==> src/rtl/apb_initiator.sv <==
// APB3 initiator: turns a valid/ready command stream into single APB transfers,
// one outstanding at a time, with a response channel and an ACCESS-phase timeout.
module apb_initiator #(
  parameter int APB_ADDR_WIDTH = 14,
  parameter int APB_DATA_WIDTH = 32,
  parameter int TIMEOUT_CYCLES = 16,
  parameter int CNT_WIDTH      = 8
) (
  input  logic                      clk_i,
  input  logic                      rstn_i,
  input  logic                      req_valid_i,
  output logic                      req_ready_o,
  input  logic                      req_write_i,
  input  logic [APB_ADDR_WIDTH-1:0] req_addr_i,
  input  logic [APB_DATA_WIDTH-1:0] req_wdata_i,
  output logic                      rsp_valid_o,
  input  logic                      rsp_ready_i,
  output logic [APB_DATA_WIDTH-1:0] rsp_rdata_o,
  output logic                      rsp_err_o,
  output logic                      rsp_timeout_o,
  output logic [APB_ADDR_WIDTH-1:0] apb_paddr_o,
  output logic [APB_DATA_WIDTH-1:0] apb_pwdata_o,
  output logic                      apb_pwrite_o,
  output logic                      apb_psel_o,
  output logic                      apb_penable_o,
  input  logic [APB_DATA_WIDTH-1:0] apb_prdata_i,
  input  logic                      apb_pready_i,
  input  logic                      apb_pslverr_i
);

  typedef enum logic [1:0] {S_IDLE, S_SETUP, S_ACCESS, S_RESP} state_t;

  // Counter value seen on the last permitted ACCESS cycle.
  localparam logic [CNT_WIDTH-1:0] LP_CNT_LAST =
    (TIMEOUT_CYCLES == 0) ? {CNT_WIDTH{1'b0}} : CNT_WIDTH'(TIMEOUT_CYCLES - 1);

  state_t                    r_state;
  state_t                    w_state_next;
  logic [APB_ADDR_WIDTH-1:0] r_addr;
  logic [APB_DATA_WIDTH-1:0] r_wdata;
  logic                      r_write;
  logic [CNT_WIDTH-1:0]      r_cnt;
  logic [APB_DATA_WIDTH-1:0] r_rdata;
  logic                      r_err;
  logic                      r_timeout;
  logic                      w_accept;
  logic                      w_timeout;

  assign w_accept  = (r_state == S_IDLE) && req_valid_i;
  // pready has priority: a transfer completing on its last allowed cycle is not a timeout.
  assign w_timeout = (TIMEOUT_CYCLES != 0) && !apb_pready_i && (r_cnt == LP_CNT_LAST);

  always_comb begin
    w_state_next = r_state;
    case (r_state)
      S_IDLE:   if (req_valid_i) w_state_next = S_SETUP;
      S_SETUP:  w_state_next = S_ACCESS;
      S_ACCESS: if (apb_pready_i || w_timeout) w_state_next = S_RESP;
      S_RESP:   if (rsp_ready_i) w_state_next = S_IDLE;
      default:  w_state_next = S_IDLE;
    endcase
  end

  always_ff @(posedge clk_i or negedge rstn_i) begin
    if (!rstn_i) begin
      r_state   <= S_IDLE;
      r_addr    <= '0;
      r_wdata   <= '0;
      r_write   <= 1'b0;
      r_cnt     <= '0;
      r_rdata   <= '0;
      r_err     <= 1'b0;
      r_timeout <= 1'b0;
    end else begin
      r_state <= w_state_next;
      if (w_accept) begin
        r_addr  <= {req_addr_i[APB_ADDR_WIDTH-1:2], 2'b00};
        r_wdata <= req_wdata_i;
        r_write <= req_write_i;
      end
      if (r_state == S_SETUP) begin
        r_cnt <= '0;
      end else if (r_state == S_ACCESS) begin
        if (apb_pready_i) begin
          r_rdata   <= r_write ? '0 : apb_prdata_i;
          r_err     <= apb_pslverr_i;
          r_timeout <= 1'b0;
        end else if (w_timeout) begin
          r_rdata   <= '0;
          r_err     <= 1'b1;
          r_timeout <= 1'b1;
        end else if (r_cnt != {CNT_WIDTH{1'b1}}) begin
          r_cnt <= r_cnt + 1'b1;
        end
      end
    end
  end

  // Gated with reset so the requester sees no readiness while held in reset.
  assign req_ready_o   = rstn_i && (r_state == S_IDLE);
  assign apb_psel_o    = (r_state == S_SETUP) || (r_state == S_ACCESS);
  assign apb_penable_o = (r_state == S_ACCESS);
  assign apb_paddr_o   = r_addr;
  assign apb_pwdata_o  = r_wdata;
  assign apb_pwrite_o  = r_write;
  assign rsp_valid_o   = (r_state == S_RESP);
  assign rsp_rdata_o   = r_rdata;
  assign rsp_err_o     = r_err;
  assign rsp_timeout_o = r_timeout;

endmodule

==> config.mk <==
export PLATFORM = sky130hd
export DESIGN_NAME = apb_initiator
export DESIGN_NICKNAME = d
export VERILOG_FILES = /design/src/rtl/apb_initiator.sv
export SDC_FILE = /design/constraint.sdc
export NUM_CORES = 1
export LEC_CHECK = 0
export ABC_AREA = 1
export ABC_CLOCK_PERIOD_IN_PS = 2200
export BUFFER_PORTS_ARGS = -buffer_cell sky130_fd_sc_hd__buf_2
export CORE_MARGIN = 4
export CORE_UTILIZATION = 47
export DETAILED_ROUTE_END_ITERATION = 12
export PLACE_DENSITY_LB_ADDON = 0.08
export SYNTH_ARGS = -nofsm -noshare
export SYNTH_HDL_FRONTEND = slang
export SYNTH_SLANG_ARGS = --single-unit
==> constraint.sdc <==
create_clock -name clk_i -period 2.2 [get_ports clk_i]
set_input_delay 0.44 -clock clk_i [delete_from_list [all_inputs] [get_ports clk_i]]
set_output_delay 0.44 -clock clk_i [all_outputs]
set_load 0.02 [all_outputs]
==> metrics.csv, run 1 <==
stage,metric,value,unit
status,status,completed,
die,Die X,97.3,um
grt,first-pass GRT wire length,13900,um
clock_network,clock root buffer,clkbuf_8,
die,CORE AREA,7730,um2
synth,biggest area consumer among synthesized cells,dfrtp_1,
finish,final net count,611,
worst_setup_path,Top Family by Delay on Critical Path,buffers and inverters,
timing,Setup Skew,0.0113,ns
die,Die ar.,9470,um2
timing,Setup WS post-layout,0.185,ns
pwr,total leakage power,2.57,nW
die,Initial Util,48.5,%
detailed_routing,Vias per Instance,4.74,
pwr,Cell Pwr Density,1520,nW/um2
timing,"Period Utilization, post-route",91.6,%
grt,largest net degree at the start of global routing,57,
die,total I/O pin count,170,
detailed_routing,WL final,8500,um
synth,number of synthesized flops with an enable pin,0,
die,Die Ht,97.3,um
grt,number of global-route vias before repair,2894,
finish,P&R area growth vs syn,31.1,%
timing,Period minus WS final,2.01,ns
min_path,Hold Path Depth,2,
run,max-cap viol count,0,
min_path,Hold Crit Class,input pin to flop,
synth,register area share after synthesis,59.4,%
clock_network,Post-CTS Setup Inserts,0,
timing,TNS Setup,0,ns
placement,Buffers on Ports,165,
grt,initial antenna violation count,0,
detailed_routing,Routed wire per std cell,13.6,um
timing,normalized max-slew margin,63.2,%
synth,mean post-synth cell area,10.7,um2
placement,dpl ws,0.479,ns
timing,RSZ-0062 raised after global routing,false,
synth,Commonest cells post-synth,"104 x nand2_1, 89 x dfrtp_1, 45 x mux2_2",
detailed_routing,DRT iter0 DRCs,64,
synth,"count leader, synth",nand2_1,
synth,number of warnings issued by yosys,0,
finish,Diodes inserted,0,
clock_network,worst-skew pair later-pin latency,0.34,ns
worst_setup_path,Critical Path Stages,5,
grt,Overflow after GRT,0,
synth,Netlist cell types,24,
worst_setup_path,CP arrival,1.57,ns
timing,actual slew at the worst max-slew pin,0.552,ns
worst_setup_path,critical path required time,1.76,ns
pwr,worst vdd ir,0.739,mV
clock_network,hold-fix buffers at CTS,1,
clock_network,CTS tree,built,
synth,share of the synthesized area in the top cell type,59.4,%
worst_setup_path,crit start category,input pin,
detailed_routing,DR pass1 iterations,4,
clock_network,clock buffer count from CTS,9,
placement,routability congestion estimate,0.863,
timing,final setup violation count,0,
finish,share of cells above drive strength 1,46.3,%
worst_setup_path,Crit-path slowest cell,dlygate4sd3_1,
grt,GRT Total Usage,18.1,%
worst_setup_path,CP Class,input pin to output pin,
die,Rows,32,
synth,ranking of synthesized cells by area,"dfrtp_1 59%, mux2_2 14%, nand2_1 10%",
worst_setup_path,worst path cell trace,dlygate4sd3_1 > buf_4 > nand2_1 > inv_1 > buf_2,
synth,cell count after synthesis,351,
synth,ys flop type,dfrtp_1,
detailed_routing,DRT antenna net count,0,
worst_setup_path,"slowest stage delay, CP",0.52,ns
detailed_routing,via count,2975,
timing,f_max,496,MHz
placement,hpwl dp,6230,um
clock_network,clock net sink count,89,
worst_setup_path,critical path buffer and inverter count,4,
clock_network,clk buf depth,2,
worst_setup_path,R2R cell count,7,
clock_network,H-tree depth,3,
timing,fin. max-slew vios,0,
clock_network,Worst-path clk slew,0.08,ns
clock_network,CTS resizes,0,
synth,Seq cells post-synth,89,
worst_setup_path,Crit Path Max Fanout,22,
synth,Synth async-reset ratio,100,%
synth,post-synthesis cell area,3750,um2
detailed_routing,drc violations,0,
worst_setup_path,crit end category,output pin,
timing,Final Hold Fails,0,
## stage by stage
step | std cells | cell area, um2 | power [mW] | utilization (%) | hold slack [ns]
3_3_place_gp | 610 | 4700 | 6.33 | 60.8 | 0.343
4_1_cts | 627 | 4910 | 7.57 | 63.6 | 0.290
2_1_floorplan | 352 | 3750 | 5.17 | - | 0.144
3_5_place_dp | 610 | 4700 | 6.41 | 60.8 | 0.347
6_report | 627 | 4910 | 7.47 | 63.6 | 0.305
5_1_grt | 627 | 4910 | 8.00 | 63.6 | 0.281
## sequential cells by signal, indices dropped and copies added (netlist names)
signal / cells
apb_pwdata_o: 32
rsp_rdata_o: 32
apb_paddr_o: 12
r_cnt: 8
r_state: 2
apb_pwrite_o: 1
rsp_err_o: 1
rsp_timeout_o: 1
## cell type report
cell class | instances | area [um2]
inverters | 13 | 48.8
well taps | 102 | 128
clock buffers | 11 | 141
repair buffers | 173 | 916
multi-input cells | 234 | 1390
flip-flops and latches | 89 | 2230
clock inverters | 5 | 62.6
fillers | 664 | 2820
## cell usage in the layout, fill, tap and decap left out, types with 5 or more instances in the layout
cell type	Yosys	final
mux2_2	45	45
nand2_1	104	103
buf_4	3	6
o21ai_1	30	30
dfrtp_1	89	89
nor2_1	19	18
clkbuf_8	0	10
o21ai_2	5	5
nand3_1	12	12
inv_1	12	12
buf_2	4	164
ha_1	6	6
## power breakdown
part           total [mW]  leakage [nW]  switching (mW)  internal (mW)
registers            2.78          1.12           0.377           2.41
logic                3.54          1.35            2.18           1.37
clock network        1.14        0.0962           0.578          0.563
total                7.47          2.57            3.13           4.33
## cell families after synthesis
group           share of synthesized area (%)
xor+xnor                                0.234
fa+ha+maj                                2.00
compound gates                           5.94
other cells                             0.100
mux                                      13.5
buf+inv                                  3.74
flops                                    59.4
simple gates                             15.0
## final timing paths
kind | start | endpoint | slack, ns
worst max-delay path | rstn_i | req_ready_o | 0.19
worst min-delay path | apb_pready_i | rsp_timeout_o$_DFFE_PN0P_ | 0.31
worst max register to register | r_state[1]$_DFFE_PN0P_ | rsp_rdata_o[23]$_DFFE_PN0P_ | 0.47
worst min register to register | rsp_rdata_o[31]$_DFFE_PN0P_ | rsp_rdata_o[31]$_DFFE_PN0P_ | 0.48
max in group asynchronous | rstn_i | apb_pwdata_o[16]$_DFFE_PN0P_ | 0.83
min in group asynchronous | rstn_i | rsp_rdata_o[16]$_DFFE_PN0P_ | 0.51
## layer usage
metal  GRT usage (%)  part of all wire [%]  up-vias
li1                -                     -     1484
met1            23.2                    44     1365
met3            6.25                   7.7       15
met4            6.28                   2.3        0
met2            28.6                    46      111
met5               0                     0        -
No activity file was read; power rests on OpenSTA's default activity.
==> inputs of run 2 (changes only) <==
ABC_CLOCK_PERIOD_IN_PS = 2500   (was 2200)
CORE_UTILIZATION = 50   (was 47)
PLACE_DENSITY = 0.84   (was default)
PLACE_DENSITY_LB_ADDON = default   (was 0.08)
SKIP_LAST_GASP = 1   (was default)
clock period = 2.5 ns   (was 2.2 ns; I/O delays follow)
==> metrics.csv, run 2 (synthesized netlist as in run 1, its figures left out) <==
stage,metric,value,unit,change
status,status,completed,,unchanged
grt,initial antenna violation count,0,,unchanged
worst_setup_path,crit end category,output pin,,unchanged
timing,RSZ-0062 raised after global routing,false,,unchanged
grt,first-pass GRT wire length,14500,um,was 13900 um
die,Die Ht,94.6,um,was 97.3 um
worst_setup_path,CP arrival,1.38,ns,was 1.57 ns
detailed_routing,drc violations,0,,unchanged
die,Initial Util,51.7,%,was 48.5%
detailed_routing,DRT iter0 DRCs,110,,was 64
finish,final instance area,4880,um2,was 4910 um2
timing,final setup violation count,0,,unchanged
clock_network,worst-skew pair later-pin latency,0.35,ns,was 0.34 ns
clock_network,clk buf depth,2,,unchanged
timing,"Period Utilization, post-route",75.1,%,
timing,normalized max-slew margin,29.0,%,was 63.2%
clock_network,clock net sink count,89,,unchanged
finish,area of the multi-input gates,1390,um2,unchanged
placement,routability congestion estimate,0.854,,was 0.863
detailed_routing,Routed met2 length,4920,um,was 3940 um
clock_network,Post-CTS Setup Inserts,0,,unchanged
worst_setup_path,Crit Path Max Fanout,4,,was 22
placement,Buffers on Ports,165,,unchanged
pwr,total leakage power,2.56,nW,was 2.57 nW
detailed_routing,Routed wire per std cell,14.9,um,was 13.6 um
timing,TNS Setup,0,ns,unchanged
run,max-cap viol count,0,,unchanged
finish,most frequent cells in the layout,"164 x buf_2, 103 x nand2_1, 89 x dfrtp_1",,unchanged
die,Die ar.,8940,um2,was 9470 um2
finish,final net count,607,,was 611
finish,P&R area growth vs syn,30.3,%,was 31.1%
finish,share of cells above drive strength 1,46.3,%,about the same
placement,hpwl dp,6900,um,was 6230 um
clock_network,Worst-path clk slew,0.08,ns,about the same
finish,"most common cell after layout, fill and taps aside",buf_2,,unchanged
die,total I/O pin count,170,,unchanged
detailed_routing,Vias per Instance,4.94,,was 4.74
detailed_routing,uppermost layer routed,met4,,unchanged
grt,Overflow after GRT,0,,unchanged
timing,WHS,0.359,ns,was 0.305 ns
timing,Setup WS post-layout,0.622,ns,was 0.185 ns
worst_setup_path,crit start category,flop,,was input pin
timing,f_max,532,MHz,
grt,GRT Total Usage,21.0,%,was 18.1%
placement,Area after DPL,4670,um2,was 4700 um2
detailed_routing,DR pass1 iterations,4,,unchanged
detailed_routing,met3 wire len,747,um,was 654 um
finish,Diodes inserted,0,,unchanged
die,Die X,94.6,um,was 97.3 um
placement,dpl ws,0.689,ns,was 0.479 ns
timing,Final Hold Fails,0,,unchanged
clock_network,CTS resizes,0,,unchanged
worst_setup_path,CP Class,flop to output pin,,was input pin to output pin
timing,fin. max-slew vios,0,,unchanged
die,CORE AREA,7250,um2,was 7730 um2
grt,largest net degree at the start of global routing,90,,was 57
worst_setup_path,critical path required time,2.00,ns,was 1.76 ns
pwr,worst vdd ir,0.617,mV,was 0.739 mV
detailed_routing,WL final,9270,um,was 8500 um
grt,number of global-route vias before repair,3054,,was 2894
min_path,Hold Crit Class,input pin to flop,,unchanged
clock_network,clock root buffer,clkbuf_8,,unchanged
detailed_routing,metal1 wirelength,3480,um,was 3710 um
detailed_routing,via count,3060,,was 2975
timing,Setup Skew,0.0117,ns,was 0.0113 ns
finish,Fillers,569,,was 664
finish,Reg area,2230,um2,unchanged
timing,Period minus WS final,1.88,ns,
pwr,Cell Pwr Density,1360,nW/um2,was 1520 nW/um2
clock_network,clock buffer count from CTS,9,,unchanged
clock_network,CTS tree,built,,unchanged
clock_network,H-tree depth,3,,unchanged
timing,actual slew at the worst max-slew pin,1.07,ns,was 0.552 ns
detailed_routing,DRT antenna net count,0,,unchanged
clock_network,hold-fix buffers at CTS,0,,was 1
die,Rows,31,,was 32
[run 2: cell types whose count changed in the layout (fill, tap and decap cells not counted), sizes merged]
cell	change
clkinvlp	-1
dlygate4sd3	-1
inv	+1
buf	-3
[run 2: layer usage]
metal,up-vias,GRT usage [%]
li1,1475,-
met1,1467,24.0
met2,108,37.8
met3,10,6.69
met4,0,5.89
met5,-,0
[run 2: layout make-up]
| type | count | area share (%) |
|---|---|---|
| inverter | 13 | 0.999 |
| tap | 99 | 2.54 |
| clock inverter | 5 | 1.23 |
| multi-input combinational | 234 | 28.4 |
| timing repair buffer | 169 | 18.1 |
| sequential | 89 | 45.6 |
| clock buffer | 11 | 3.10 |
[run 2: path summary, 6_finish.rpt]
path                                             end  cells past startpoint                    from  slack [ns]
max reg2reg                     r_cnt[2]$_DFFE_PN0P_                      7  r_state[1]$_DFFE_PN0P_        0.68
max in group asynchronous  rsp_timeout_o$_DFFE_PN0P_                      2                  rstn_i        1.38
min reg2reg                    rsp_err_o$_DFFE_PN0P_                      2   rsp_err_o$_DFFE_PN0P_        0.48
max                                      req_ready_o                      5  r_state[1]$_DFFE_PN0P_        0.62
min                        rsp_timeout_o$_DFFE_PN0P_                      2            apb_pready_i        0.36
min in group asynchronous       r_cnt[1]$_DFFE_PN0P_                      2                  rstn_i        0.44
[run 2: metrics by stage]
stage	power [mW]	util, %	cells
after floorplan	4.55	-	352
after global placement	5.53	64.4	604
after detailed placement	5.68	64.4	604
after CTS	6.71	67.3	620
after global routing	7.11	67.3	620
final	6.65	67.3	620
[run 2: critical path, stage by stage (launching register included)]
cell and delay, ns:
dfrtp_1 0.43, inv_1 0.12, ha_1 0.21, nand2_1 0.06, inv_1 0.05, buf_2 0.16
[run 2: report_power, final]
part	internal, mW	switching (mW)	leakage, nW
Combinational	1.19	1.95	1.34
Clock	0.522	0.505	0.106
Sequential	2.12	0.365	1.12
Total	3.83	2.82	2.56
